### src/rtl/macc_dual_scheduler.sv
// Feeds operand beats to a dual MACC, accumulates NUM_PASSES results per output pair and queues the
// narrowed pairs in a first-word-fall-through FIFO. Define MACC_SCHED_SATURATE_EN to clamp instead of wrap.
//
// state | meaning
// IDLE  | no group being issued or accumulated, no beat in flight
// BUSY  | a group is partly issued or accumulated, or MACC results are outstanding
module macc_dual_scheduler #(
    parameter int  NUM_INPUTS   = 20,
    parameter int  NUM_PASSES   = 4,
    parameter int  MACC_LATENCY = 7,
    parameter int  FIFO_DEPTH   = 4,
    localparam int MACC_W       = 16 + $clog2(NUM_INPUTS),
    localparam int ACC_W        = MACC_W + $clog2(NUM_PASSES),
    localparam int DW           = 8 * NUM_INPUTS
) (
    input  logic                     clk,
    input  logic                     rst_n,
    input  logic [DW-1:0]            i_data_a,
    input  logic [DW-1:0]            i_data_b,
    input  logic [DW-1:0]            i_data_c,
    input  logic                     i_valid,
    output logic                     o_ready,
    output logic [DW-1:0]            m_data_a,
    output logic [DW-1:0]            m_data_b,
    output logic [DW-1:0]            m_data_c,
    output logic                     m_valid,
    input  logic signed [MACC_W-1:0] m_res_a,
    input  logic signed [MACC_W-1:0] m_res_b,
    input  logic                     m_res_valid,
    output logic signed [15:0]       o_data_a,
    output logic signed [15:0]       o_data_b,
    output logic                     o_valid,
    input  logic                     i_ready
);
    localparam int PW   = $clog2(FIFO_DEPTH);
    localparam int IP_W = (NUM_PASSES > 1) ? $clog2(NUM_PASSES) : 1;
    localparam int CR_W = $clog2(FIFO_DEPTH + 1);
    localparam int FL_W = $clog2(MACC_LATENCY + 3);
    localparam logic [IP_W-1:0] LAST_PASS = IP_W'(NUM_PASSES - 1);
    localparam logic [CR_W-1:0] CR_FULL   = CR_W'(FIFO_DEPTH);

    typedef enum logic {IDLE, BUSY} proc_t;

    proc_t                    state, state_nxt;
    logic [IP_W-1:0]          ip, ip_nxt, rp, rp_nxt;
    logic [CR_W-1:0]          cr, cr_nxt;
    logic [FL_W-1:0]          infl, infl_nxt;
    logic signed [ACC_W-1:0]  acc_a, acc_b, sum_a, sum_b, ext_a, ext_b;
    logic signed [15:0]       nar_a, nar_b;
    logic signed [15:0]       mem_a [FIFO_DEPTH];
    logic signed [15:0]       mem_b [FIFO_DEPTH];
    logic [PW:0]              wr_ptr, rd_ptr;
    logic                     accept, pop, start, res_ok, fifo_wr;

    // Credits reserve a FIFO slot per started group, so a result always has somewhere to go.
    assign o_ready  = (ip != '0) || (cr < CR_FULL);
    assign accept   = i_valid && o_ready;
    assign o_valid  = (wr_ptr != rd_ptr);
    assign pop      = o_valid && i_ready;
    assign o_data_a = mem_a[rd_ptr[PW-1:0]];
    assign o_data_b = mem_b[rd_ptr[PW-1:0]];
    assign ext_a    = ACC_W'(m_res_a);
    assign ext_b    = ACC_W'(m_res_b);

    always_comb begin
        state_nxt = state;
        ip_nxt    = ip;
        rp_nxt    = rp;
        cr_nxt    = cr;
        infl_nxt  = infl;
        start     = accept && (ip == '0);
        res_ok    = m_res_valid && (state == BUSY) && (infl != '0);
        fifo_wr   = res_ok && (rp == LAST_PASS);
        sum_a     = (rp == '0) ? ext_a : acc_a + ext_a;
        sum_b     = (rp == '0) ? ext_b : acc_b + ext_b;
        if (accept) ip_nxt = (ip == LAST_PASS) ? '0 : ip + 1'b1;
        if (res_ok) rp_nxt = (rp == LAST_PASS) ? '0 : rp + 1'b1;
        if (start && !pop)      cr_nxt = cr + 1'b1;
        else if (!start && pop) cr_nxt = cr - 1'b1;
        if (accept && !res_ok)      infl_nxt = infl + 1'b1;
        else if (!accept && res_ok) infl_nxt = infl - 1'b1;
        state_nxt = (ip_nxt == '0 && rp_nxt == '0 && infl_nxt == '0) ? IDLE : BUSY;
    end

    always_comb begin
        nar_a = sum_a[15:0];
        nar_b = sum_b[15:0];
`ifdef MACC_SCHED_SATURATE_EN
        if (sum_a > ACC_W'(32767))       nar_a = 16'sh7fff;
        else if (sum_a < -ACC_W'(32768)) nar_a = 16'sh8000;
        if (sum_b > ACC_W'(32767))       nar_b = 16'sh7fff;
        else if (sum_b < -ACC_W'(32768)) nar_b = 16'sh8000;
`endif
    end

    always_ff @(posedge clk or negedge rst_n) begin
        if (!rst_n) begin
            state    <= IDLE;
            ip       <= '0;
            rp       <= '0;
            cr       <= '0;
            infl     <= '0;
            acc_a    <= '0;
            acc_b    <= '0;
            m_valid  <= 1'b0;
            m_data_a <= '0;
            m_data_b <= '0;
            m_data_c <= '0;
        end else begin
            state   <= state_nxt;
            ip      <= ip_nxt;
            rp      <= rp_nxt;
            cr      <= cr_nxt;
            infl    <= infl_nxt;
            m_valid <= accept;
            if (accept) begin
                m_data_a <= i_data_a;
                m_data_b <= i_data_b;
                m_data_c <= i_data_c;
            end
            if (res_ok) begin
                acc_a <= sum_a;
                acc_b <= sum_b;
            end
        end
    end

    always_ff @(posedge clk or negedge rst_n) begin
        if (!rst_n) begin
            wr_ptr <= '0;
            rd_ptr <= '0;
            for (int i = 0; i < FIFO_DEPTH; i++) begin
                mem_a[i] <= '0;
                mem_b[i] <= '0;
            end
        end else begin
            if (fifo_wr) begin
                mem_a[wr_ptr[PW-1:0]] <= nar_a;
                mem_b[wr_ptr[PW-1:0]] <= nar_b;
                wr_ptr                <= wr_ptr + 1'b1;
            end
            if (pop) rd_ptr <= rd_ptr + 1'b1;
        end
    end
endmodule

### config.mk
export PLATFORM = sky130hd
export DESIGN_NAME = macc_dual_scheduler
export DESIGN_NICKNAME = d
export VERILOG_FILES = /design/src/rtl/macc_dual_scheduler.sv
export SDC_FILE = /design/constraint.sdc
export NUM_CORES = 1
export LEC_CHECK = 0
export BUFFER_PORTS_ARGS = -buffer_cell sky130_fd_sc_hd__buf_2
export CAP_MARGIN = 25
export CORE_AREA = 2 2 410 412
export CTS_CLUSTER_SIZE = 8
export DETAILED_ROUTE_END_ITERATION = 8
export DIE_AREA = 0 0 412 414
export RECOVER_POWER = 25
export SLEW_MARGIN = 40
export SYNTH_ARGS = -nofsm -noshare
export SYNTH_HDL_FRONTEND = slang
export SYNTH_SLANG_ARGS = --single-unit
### constraint.sdc
create_clock -name clk -period 3.4 [get_ports clk]
set_input_delay 0.17 -clock clk [delete_from_list [all_inputs] [get_ports clk]]
set_output_delay 0.17 -clock clk [all_outputs]
set_load 0.05 [all_outputs]
==> impl_metrics.sql <==
INSERT INTO impl_metrics (metric_group, metric, value, unit) VALUES
('clock_tree', 'max-clock-path-buffers', '3', ''),
('timing', 'finalMaxSlewViolations', '53', ''),
('clock_tree', 'tritoncts', 'done', ''),
('drt', 'drt_iter0_drc', '1890', ''),
('timing', 'grt_setup_unrepaired', 'false', ''),
('timing', 'final_setup_violation_count', '0', ''),
('timing', 'max-slew-margin-rel', '-52.3', '%'),
('yosys', 'synth_fp_nets', '3504', ''),
('die', 'io_pins', '1042', ''),
('drt', 'number_of_remaining_drc_errors', '0', ''),
('yosys', 'yosys_warnings', '0', ''),
('drt', 'routedWlPerCell', '21.6', 'um'),
('power_and_ir_drop', 'power.leakage', '22.2', 'nW'),
('yosys', 'synth_cell_type_count', '62', ''),
('timing', 'fmax', '341', 'MHz'),
('clock_tree', 'cts.reportedPaths.clkPinSlew', '0.05', 'ns'),
('die', 'core_region_area', '0.166', 'mm2'),
('finish', 'most_common_cell_after_layout_fill_and_taps_aside', 'nand2_1', ''),
('yosys', 'synth-compound-area-share', '5.58', '%'),
('clock_tree', 'postCtsSetupRepairBufs', '0', ''),
('yosys', 'yosys.area.top_type', 'dfrtp_1', ''),
('yosys', 'synth_simple_gate_area_share', '23.7', '%'),
('timing', 'layout_worst_path_cycle_share', '86.4', '%'),
('timing', 'finalCriticalPeriod', '2.94', 'ns'),
('min_path', 'worst_hold_path_type', 'in -> reg', ''),
('placement', 'dp.final_hpwl', '112000', 'um'),
('global_routing', 'grt.overflow.total', '0', ''),
('global_routing', 'via_count_of_the_first_global_routing_pass', '27400', ''),
('status', 'run_status', 'finished, violations left', ''),
('yosys', 'synth-seq-cells', '659', ''),
('setup_path', 'arrival_time_at_the_worst_endpoint', '3.49', 'ns'),
('drt', 'drt-pass1-iter-count', '7', ''),
('clock_tree', 'cts_root_buffer', 'clkbuf_16', ''),
('drt', 'routed_via_density', '3.96', ''),
('yosys', 'fraction_of_the_yosys_area_taken_by_sequential_cells', '60.6', '%'),
('yosys', 'ys_async_sr_fraction', '100', '%'),
('timing', 'hold_violations', '0', ''),
('die', 'initial_utilization', '16.4', '%'),
('clock_tree', 'clock_latency', '0.73', 'ns'),
('yosys', 'synth_top_area_share', '60.6', '%'),
('power_and_ir_drop', 'ir_worst_vdd', '0.667', 'mV'),
('clock_tree', 'hold_buffers', '507', ''),
('yosys', 'synth_top_family_by_area', 'simple AND/OR/NAND/NOR gates', ''),
('setup_path', 'cp_data_required_time', '3.95', 'ns'),
('yosys', 'synthesis.area_per_instance', '9.28', 'um2'),
('die', 'die_extent_in_y', '414', 'um'),
('run', 'max_cap_violations', '1', ''),
('timing', 'timing.setup.tns', '0', 'ns'),
('power_and_ir_drop', 'powerDensity', '1060', 'mW/mm2'),
('placement', 'numPortBuffers', '1031', ''),
('yosys', 'ys_top_cells_by_area', 'dfrtp_1 61%, nand2_1 22%, mux4_2 2.7%', ''),
('yosys', 'dominantRegCellSynth', 'dfrtp_1', ''),
('die', 'core.rowCount', '150', ''),
('placement', 'globalplace.congestion', '0.990', ''),
('finish', 'fraction_of_the_core_area_covered_by_cells_at_the_end_of_the_flow', '25.8', '%'),
('setup_path', 'critPathLaunchType', 'flip-flop', ''),
('yosys', 'muxShareOfSynthArea', '4.35', '%'),
('timing', 'slew_of_the_pin_with_the_lowest_slew_margin', '2.28', 'ns'),
('global_routing', 'antenna_found_initial', '29', ''),
('status', 'failed_checks', 'max-capacitance violations, max-slew violations', ''),
('global_routing', 'grt_start_max_net_pins', '168', ''),
('clock_tree', 'numCtsBuffers', '95', ''),
('setup_path', 'crit_fanout', '5', ''),
('setup_path', 'criticalPathCategory', 'reg -> reg', ''),
('clock_tree', 'cts_repair_resize_count', '0', ''),
('setup_path', 'cp-end-kind', 'flip-flop', ''),
('finish', 'layout.cells.most_common_list', '1603 x nand2_1, 1030 x buf_2, 658 x dfrtp_1', ''),
('global_routing', 'wire_length_of_the_first_global_routing_pass', '203000', 'um'),
('yosys', 'synth_xor_xnor_area_share', '1.12', '%'),
('yosys', 'syn-instance-count', '2932', ''),
('clock_tree', 'cts_max_level', '3', '');
## synth_stat cells, types with 13 or more instances
cell / number
mux2_2: 24
a21oi_1: 47
nor2_1: 33
ha_1: 42
inv_1: 15
clkbuf_1: 139
mux2i_1: 17
nand2_1: 1603
dfrtp_1: 659
o21ai_0: 120
mux4_2: 33
nand3_1: 13
xnor2_1: 25
a21o_1: 16
o21ai_1: 20
## metal layers
metal | routed length (um) | GRT usage (%) | up-vias | share of wire (%)
met5 | 104 | 0 | - | 0.072
met4 | 7420 | 7.92 | 16 | 5.1
met3 | 11100 | 4.72 | 207 | 7.6
met2 | 67800 | 26.9 | 977 | 47
met1 | 58500 | 20.0 | 13000 | 40
li1 | - | - | 12400 | -
## stage by stage
stage | std cells | total power, mW | hold WS (ns) | setup slack, ns | cell area (um2)
2_1_floorplan | 2932 | 28.2 | -0.126 | 0.783 | 27200
3_3_place_gp | 6057 | 35.9 | 0.226 | 0.579 | 35100
3_5_place_dp | 6057 | 36.2 | 0.221 | 0.547 | 35100
4_1_cts | 6682 | 45.9 | 0.00139 | 0.485 | 42900
5_1_grt | 6698 | 47.7 | 0.0398 | 0.270 | 42900
6_report | 6702 | 45.4 | 0.0687 | 0.464 | 42900
## area by class of cell
| type | instances | area [um2] |
|---|---|---|
| clock buffer | 109 | 2480 |
| multi-input combinational | 2098 | 10100 |
| antenna | 19 | 47.5 |
| timing repair buffer | 1587 | 10700 |
| inverter | 17 | 80.1 |
| fill | 18000 | 123000 |
| sequential | 659 | 16500 |
| tap | 2204 | 2760 |
| clock inverter | 9 | 213 |
## path summary, 6_finish.rpt
check	startpoint	to	slack, ns	cells after the start
min in group asynchronous	rst_n	mem_a[33]$_DFFE_PN0P_	0.70	2
hold reg to reg	m_data_b[63]$_DFFE_PN0N_	m_data_b[63]$_DFFE_PN0N_	0.46	2
setup / recovery	acc_a[0]$_DFFE_PN0P_	mem_a[30]$_DFFE_PN0P_	0.46	9
max in group asynchronous	rst_n	wr_ptr[0]$_DFFE_PN0P_	0.65	3
hold / removal	m_res_a[5]	acc_a[5]$_DFFE_PN0P_	0.07	4
setup reg to reg	acc_a[0]$_DFFE_PN0P_	mem_a[30]$_DFFE_PN0P_	0.46	9
## state kept, by name, summed over array words and instances (netlist names)
name / count
state: 1
m_data_c: 160
mem_a: 64
acc_a: 16
rd_ptr: 3
cr: 3
mem_b: 64
m_valid: 1
wr_ptr: 3
acc_b: 16
m_data_a: 160
ip: 2
rp: 2
infl: 4
m_data_b: 160
## kinds of logic (layout without fill, tap and decap cells)
logic type,Yosys count,count (layout)
AO/OA/AOI/OAI,256,256
multiplexers,74,74
adder cells (fa/ha/maj),45,45
buffers and inverters,175,1722
other,0,19
XOR/XNOR,34,34
AND/OR/NAND/NOR,1689,1689
flip-flops,659,659
## worst max-delay path: stages (launching register included)
cell,delay (ns)
dfrtp_1,0.38
ha_1,0.22
fa_1,0.42
a21o_1,0.19
a21oi_1,0.34
o31ai_1,0.23
a221oi_2,0.36
xnor2_1,0.17
o21ai_1,0.17
mux2_2,0.32
## power breakdown
group	leakage, nW	switching (mW)	internal, mW	total [mW]
clock	1.30	3.78	5.12	8.90
combinational	12.8	18.0	5.51	23.5
sequential	8.14	1.95	11.0	13.0
No activity file was read; power rests on OpenSTA's default activity.
